<file path="src/rtl/keccak_chi_ctrl.sv">
// Controller that feeds shared chi rows through an external masked sbox.
// Each row is fetched together with one fresh-mask word, evaluated by the
// sbox, and the expanded (D+1)^2 output shares per lane are compressed back
// to D+1 shares and written to the result buffer.
module keccak_chi_ctrl #(
  parameter int D    = 3,
  parameter int ROWS = 8
) (
  input  logic                       clk,
  input  logic                       rst_i,
  input  logic                       start,
  input  logic [ROWS*5*(D+1)-1:0]    in_rows,
  input  logic                       rnd_valid,
  input  logic [5*D*(D+1)/2-1:0]     rnd_data,
  output logic                       rnd_ready,
  output logic [D:0]                 sb_a,
  output logic [D:0]                 sb_b,
  output logic [D:0]                 sb_c,
  output logic [D:0]                 sb_d,
  output logic [D:0]                 sb_e,
  output logic [5*D*(D+1)/2-1:0]     sb_r,
  input  logic [(D+1)*(D+1)-1:0]     sb_ap,
  input  logic [(D+1)*(D+1)-1:0]     sb_bp,
  input  logic [(D+1)*(D+1)-1:0]     sb_cp,
  input  logic [(D+1)*(D+1)-1:0]     sb_dp,
  input  logic [(D+1)*(D+1)-1:0]     sb_ep,
  output logic [ROWS*5*(D+1)-1:0]    out_rows,
  output logic                       busy,
  output logic                       done
);

  localparam int SH   = D + 1;
  localparam int RW   = 5 * SH;
  localparam int RNDW = 5 * D * (D + 1) / 2;
  localparam int EXW  = SH * SH;
  localparam int CW   = (ROWS > 1) ? $clog2(ROWS) : 1;
  localparam logic [CW-1:0] LAST_ROW = CW'(ROWS - 1);

  typedef enum logic [2:0] {
    ST_IDLE     = 3'd0,
    ST_FETCH    = 3'd1,
    ST_EVAL     = 3'd2,
    ST_COMPRESS = 3'd3,
    ST_DONE     = 3'd4
  } state_e;

  state_e                 state_q, state_d;
  logic [CW-1:0]          row_q, row_d;
  logic [ROWS*RW-1:0]     buf_q, buf_d;
  logic [ROWS*RW-1:0]     out_q, out_d;
  logic [4:0][SH-1:0]     lane_q, lane_d;
  logic [4:0][EXW-1:0]    exp_q, exp_d;
  logic [RNDW-1:0]        rnd_q, rnd_d;
  logic                   busy_q, busy_d;
  logic                   done_q, done_d;
  logic                   rdy_q, rdy_d;

  // Share i of a lane is the XOR of expanded row i (bits i*SH .. i*SH+D).
  function automatic logic [SH-1:0] compress_lane(input logic [EXW-1:0] e);
    logic [SH-1:0] acc;
    acc = '0;
    for (int i = 0; i < SH; i++) begin
      for (int j = 0; j < SH; j++) begin
        acc[i] = acc[i] ^ e[i*SH+j];
      end
    end
    return acc;
  endfunction

  // Next-state logic; status outputs are precomputed from the next state so
  // they are registered yet aligned with the state they describe.
  always_comb begin
    state_d = state_q;
    row_d   = row_q;
    buf_d   = buf_q;
    out_d   = out_q;
    lane_d  = lane_q;
    exp_d   = exp_q;
    rnd_d   = rnd_q;
    case (state_q)
      ST_IDLE: begin
        if (start) begin
          buf_d   = in_rows;
          row_d   = '0;
          state_d = ST_FETCH;
        end else begin
          state_d = ST_IDLE;
        end
      end
      ST_FETCH: begin
        if (rnd_valid) begin
          rnd_d = rnd_data;
          for (int l = 0; l < 5; l++) begin
            lane_d[l] = buf_q[int'(row_q)*RW + l*SH +: SH];
          end
          state_d = ST_EVAL;
        end else begin
          state_d = ST_FETCH;
        end
      end
      ST_EVAL: begin
        exp_d[0] = sb_ap;
        exp_d[1] = sb_bp;
        exp_d[2] = sb_cp;
        exp_d[3] = sb_dp;
        exp_d[4] = sb_ep;
        state_d  = ST_COMPRESS;
      end
      ST_COMPRESS: begin
        for (int l = 0; l < 5; l++) begin
          out_d[int'(row_q)*RW + l*SH +: SH] = compress_lane(exp_q[l]);
        end
        // Masks are single-use: drop them once the sbox result is captured.
        rnd_d = '0;
        if (row_q == LAST_ROW) begin
          state_d = ST_DONE;
        end else begin
          row_d   = row_q + CW'(1);
          state_d = ST_FETCH;
        end
      end
      ST_DONE: begin
        state_d = ST_IDLE;
      end
      default: begin
        state_d = ST_IDLE;
      end
    endcase
    busy_d = (state_d != ST_IDLE)  ? 1'b1 : 1'b0;
    done_d = (state_d == ST_DONE)  ? 1'b1 : 1'b0;
    rdy_d  = (state_d == ST_FETCH) ? 1'b1 : 1'b0;
  end

  // State and datapath registers with asynchronous clear.
  always_ff @(posedge clk or negedge rst_i) begin
    if (!rst_i) begin
      state_q <= ST_IDLE;
      row_q   <= '0;
      buf_q   <= '0;
      out_q   <= '0;
      lane_q  <= '0;
      exp_q   <= '0;
      rnd_q   <= '0;
      busy_q  <= 1'b0;
      done_q  <= 1'b0;
      rdy_q   <= 1'b0;
    end else begin
      state_q <= state_d;
      row_q   <= row_d;
      buf_q   <= buf_d;
      out_q   <= out_d;
      lane_q  <= lane_d;
      exp_q   <= exp_d;
      rnd_q   <= rnd_d;
      busy_q  <= busy_d;
      done_q  <= done_d;
      rdy_q   <= rdy_d;
    end
  end

  assign sb_a      = lane_q[0];
  assign sb_b      = lane_q[1];
  assign sb_c      = lane_q[2];
  assign sb_d      = lane_q[3];
  assign sb_e      = lane_q[4];
  assign sb_r      = rnd_q;
  assign out_rows  = out_q;
  assign busy      = busy_q;
  assign done      = done_q;
  assign rnd_ready = rdy_q;

endmodule

</file>
<file path="config.mk">
export PLATFORM = sky130hd
export DESIGN_NAME = keccak_chi_ctrl
export DESIGN_NICKNAME = d
export VERILOG_FILES = /design/src/rtl/keccak_chi_ctrl.sv
export SDC_FILE = /design/constraint.sdc
export NUM_CORES = 1
export LEC_CHECK = 0
export CAP_MARGIN = 20
export CORE_AREA = 2 2 294 412
export DETAILED_ROUTE_END_ITERATION = 6
export DIE_AREA = 0 0 296 414
export GPL_TIMING_DRIVEN = 0
export HOLD_SLACK_MARGIN = 0.12
export REMOVE_ABC_BUFFERS = 1
export SLEW_MARGIN = 15
export SYNTH_ARGS = -nofsm -noshare
export SYNTH_HDL_FRONTEND = slang
export SYNTH_SLANG_ARGS = --single-unit
</file>
<file path="constraint.sdc">
create_clock -name clk -period 5.6 [get_ports clk]
set_input_delay 0.84 -clock clk [delete_from_list [all_inputs] [get_ports clk]]
set_output_delay 0.84 -clock clk [all_outputs]
set_load 0.02 [all_outputs]
</file>
Word level (Yosys, flattened, before mapping)
Index checks and enable logic that the tools add are counted.
{"block": "op_classes", "addsub": 10, "n_mul": 1, "eq_ne": 9, "shifts": 15, "muxes": 17, "bitwise": 60, "n_reduce_logical": 8}
{"operator": "$bwmux W160", "n": 5}
{"operator": "$shift A4 B33 Y160 const A", "n": 5}
{"operator": "$shiftx A160 B32 Y4", "n": 5}
{"operator": "$shiftx A4 B33 Y160", "n": 5}
{"operator": "$neg A32 Y33", "n": 4}
{"operator": "$add A32 B5 Y32 const B", "n": 2}
{"operator": "$pmux W30 S2", "n": 1}
{"operator": "$xor A1 B1 Y1", "n": 60}
{"operator": "$neg A9 Y33", "n": 1}
{"operator": "$add A32 B4 Y32 const B", "n": 1}
{"operator": "$mux W30", "n": 1}
{"operator": "$pmux W3 S4", "n": 1}
{"operator": "$add A8 B5 Y9 const B", "n": 1}
{"operator": "$mux W3", "n": 3}
{"operator": "$eq A3 B1 Y1 const B", "n": 2}
{"operator": "$eq A3 B2 Y1 const B", "n": 2}
{"operator": "$eq A3 B3 Y1 const B", "n": 2}
{"operator": "$mul A3 B3 Y6 const B", "n": 1}
{"operator": "$ne A2 B2 Y1 const B", "n": 3}
{"operator": "$pmux W3 S2", "n": 1}
{"operator": "$reduce_and A2 Y1", "n": 3}
{"operator": "$mux W1", "n": 4}
{"operator": "$reduce_bool A2 Y1", "n": 2}
{"operator": "$add A3 B1 Y3 const B", "n": 1}
{"operator": "other kinds (4)", "n": 4}
{"block": "totals", "regBits": 459, "input_bits": 274, "output_inout_bits": 213, "wordCells": 138}

Depth between registers and ports, before layout
{"block": "depth", "depth_word": 9, "mapped_depth": 21}

Worst setup path before layout
No wires, ideal clock.
{"block": "synth_timing", "kind": "reg-to-reg", "from": "register row_q[0]", "to": "register out_q[98], in the netlist out_rows[98]", "arrival_time_ns": 5.228, "t_required_ns": 5.475, "setup_slack_ns": 0.247, "path_stages_with_launch": 21, "cell_sequence": "dfrtp_1 -> buf_2 -> buf_2 -> buf_2 -> inv_2 -> buf_2 -> clkbuf_1 -> ha_1 -> nand3b_2 -> xnor2_2 -> nand2_1 -> nor3_1 -> ha_1 -> and2_1 -> clkbuf_1 -> o21ai_0 -> nor4_1 -> or2_2 -> a211o_1 -> o31a_1 -> mux2_2"}
{"block": "synth_between", "elab_chain_cells": 8, "word_cells_on_any_way": 25}
{"element": "start: declaration", "line_no": "48", "text": "logic [CW-1:0] row_q, row_d;"}
{"element": "start signal: assignment", "line_no": "149", "text": "row_q <= row_d;"}
{"element": "$mul A3 B3 Y6 (*)", "line_no": "111", "text": "out_d[int'(row_q)*RW + l*SH +: SH] = compress_lane(exp_q[l]);"}
{"element": "$add A32 B4 Y32 or $neg A32 Y33 (tied branches)", "line_no": "111"}
{"element": "$neg A32 Y33 (tied with other cells)", "line_no": "111"}
{"element": "$shiftx A4 B33 Y160 (tied with other cells)", "line_no": "111"}
{"element": "$bwmux W160 (3 in a row)", "line_no": "111"}
{"element": "$bwmux W160 (*)", "line_no": "111"}
{"element": "end signal: assignment", "line_no": "151", "text": "out_q <= out_d;"}
{"element": "end: declaration", "line_no": "50", "text": "logic [ROWS*RW-1:0] out_q, out_d;"}
Every way passes the cells marked *; elsewhere a longest branch is shown, timed or not.
A chain may end at the register's enable or synchronous reset.

Final worst setup path
{"block": "layout_timing", "from": "register row_q[1]", "to": "register out_q[44], in the netlist out_rows[44]"}
The elaborated chain is that of the path after synthesis.

==> metrics.txt <==
status=finished clean; port bufs=486; post-synthesis cell area=34280 um^2; Relative slew margins=13.08%; most frequent cell after synthesis=nand2_1; Mean Syn Cell Area=8.740 um^2; critical path type=flop to flop; period utilization=99.63%; CP delay by family, top=adder cells; crit end category=flop; H-tree levels=2; Num CTS Buffers=52; number of global-route vias before repair=35370; die area=122500 um^2; drt initial violations=3928; FF-to-FF End=out_rows[44]; clock root buffer=clkbuf_16; final setup margin=0.02078 ns; xor/xnor share of the synthesized area=2.803%; FILL cells=12180; Top FF cell, synth=dfrtp_1; Place WS=-2.738 ns; Crit-path slowest cell=fa_4; Clock Sinks=459; slowest stage delay, CP=1.01 ns; die height=414 um; #FFs+latches synth=459; worst reg-to-reg setup slack=0.02 ns; RSZ-0062 raised after global routing=true; most common library cells after synthesis=nand2_1, dfrtp_1, nor2_1, a21oi_1, nand3_1; WP buf/inv=5; Via density=6.032; drt pass-1 iters=6; mux contribution to synthesized area=15.94%; Worst Skew=0.02097 ns; core footprint=119000 um^2; post-synth cell types=126; Remaining Overflow, GRT=0; simple-gate share of the synthesized area=23.35%; pin count of the biggest net entering global routing=103; fmax=0.1792 GHz; share of cells above drive strength 1=17.25%; critical path arrival=6.12 ns; Horiz. Die Dim=296 um; max-slew violation count=0; global placer's final weighted congestion=1.067; WL/cell=30.58 um; final setup fails=0; cells after synthesis=3922; Critical Path RT=6.14 ns; GRT Overall Usage=29.16%; hold crit path type=input pin to async pin; Post-Synth Adder-Cell Area=0.8249%; R2R depth=17; Reg area=11490 um^2; Max Cap Viol=0; Multi-input gate area=22910 um^2; Remaining DRCs=0; largest family of logic cells by synthesized area=simple AND/OR/NAND/NOR gates; Startpoint Class=flop; yosys warns=0; Async SR Flop Fraction=100.0%; drt total wl=184.3 mm; Area contributors post-synth=dfrtp_1, mux4_2, nand2_1, nor2_1, mux2_2; post-synth top area cell=dfrtp_1; min Tclk post-route=5.579 ns; final hold viol count=0; # hold bufs at CTS=0; area share of the largest cell type after synthesis=33.51%; CP cell instances=buf_16, clkinvlp_4, buf_4, buf_4, fa_4, nor2b_1, nand2_1, nor2_1, ha_1, nand2_1, nor2_4, buf_8, nand4_1, a31oi_1, a211oi_1, a311o_1, a22o_1; post-DP HPWL=138.6 mm; Synth Area in Compound Gates=20.39%; clk buf depth=3; sequential area share after synthesis=33.51%; first-pass GRT wire length=258.1 mm; Synth-to-Final Area Change=31.92%; worst slew pin tran=1.294 ns; post-route ant nets=0; clock-pin transition on the worst setup and hold timing paths=0.06 ns; antenna violations before repair=10; CTS tree=built; Vias=36360; Stages on worst setup path=17; EDFF count, synth=0; peak fanout along the critical path=41; Clk Latency, worst-skew pair=0.66 ns; post-layout util=38.00%; Reg-to-Reg Start=row_q[1]; IO Pins=487; initial core utilization=28.81%; Nets=4683; number of cell rows=150
-- cell type report --
cell class | count | share of cell area [%]
Antenna cell | 3 | 0.01660
Multi-Input combinational cell | 3199 | 50.67
Tap cell | 1596 | 4.416
Sequential cell | 459 | 25.42
Timing Repair Buffer | 651 | 15.39
Clock buffer | 74 | 3.282
Inverter | 24 | 0.2324
Clock inverter | 22 | 0.5755
-- per-stage QoR --
stage / hold slack [ns] / std cells / setup TNS, ns / area, um^2
after floorplan: 0.4737 / 3682 / -2305.01 / 33280
after detailed placement: 0.4747 / 5875 / -286.19 / 42340
after CTS: 0.2372 / 5986 / 0 / 44550
after global routing: 0.2714 / 6027 / -0.07312 / 45220
after global placement: 0.4644 / 5764 / - / 40140
final: 0.2050 / 6028 / 0 / 45220
-- worst register-to-register path, stage by stage, from the launching register on --
cell and delay (ns):
dfrtp_4 0.56, buf_16 0.29, clkinvlp_4 0.39, buf_4 0.22, buf_4 0.15, fa_4 1.01, nor2b_1 0.12, nand2_1 0.10
nor2_1 0.05, ha_1 0.46, nand2_1 0.25, nor2_4 0.37, buf_8 0.21, nand4_1 0.42, a31oi_1 0.33, a211oi_1 0.08
a311o_1 0.31, a22o_1 0.18
-- flip-flops by register name, indices dropped and copies added, names as in the netlist, 4 cells and up --
signal / flops
sb_r: 30
out_rows: 160
exp_q: 80
sb_e: 4
buf_q: 160
sb_c: 4
sb_a: 4
sb_d: 4
sb_b: 4
-- routing by layer --
metal / vias up / global-route usage, % / wire, um
li1: 15600 / - / -
met5: - / 0 / 60
met3: 729 / 7.599 / 17180
met4: 10 / 20.60 / 15830
met1: 17800 / 33.08 / 65220
met2: 2222 / 47.43 / 86020
-- cell families (layout without fill, tap and decap cells) --
logic type      count (synthesis)  in the layout
other cells                     0              3
flops                         459            459
xor+xnor                       96             96
buf+inv                       264            771
fa+ha+maj                      22             22
compound gates                953            953
mux                           335            335
simple gates                 1793           1793
-- worst max path at each step --
stage / startpoint / endpoint / slack [ns]
3_3_place_gp: rst_i / buf_q[94] / -17.60
6_report: row_q[1] / out_rows[44] / 0.02
3_5_place_dp: row_q[2] / out_rows[75] / -2.74
4_1_cts: row_q[1] / out_rows[90] / 0.01
5_1_grt: row_q[1] / out_rows[44] / -0.07
2_1_floorplan: start / row_q[1] / -7.65
-- repair_timing --
action / CTS / global route
pin swaps: 6 / 15
buffers inserted: 15 / 35
endpoints found under the setup margin: 160 / 135
hold endpoints to repair: 0 / 0
resized for setup: 66 / 46
-- layout by cell type (no fill, tap or decap), types with 37 or more instances in the layout --
cell and n:
o21ai_0 145, mux2i_1 71, o211ai_1 48, mux2_2 105, nor3_1 110, a31oi_1 96, nand2_1 852, nand4_1 49
a22o_1 37, nor2_1 344, buf_4 64, dfrtp_1 456, mux4_2 158, xnor2_1 44, clkbuf_16 52, a21oi_1 173
nand3_1 157, o31ai_1 69, clkdlybuf4s50_1 485
Power is left out: the tool's default activity adds up to more than one toggle a clock period on the data nets, which glitch-free logic cannot reach.
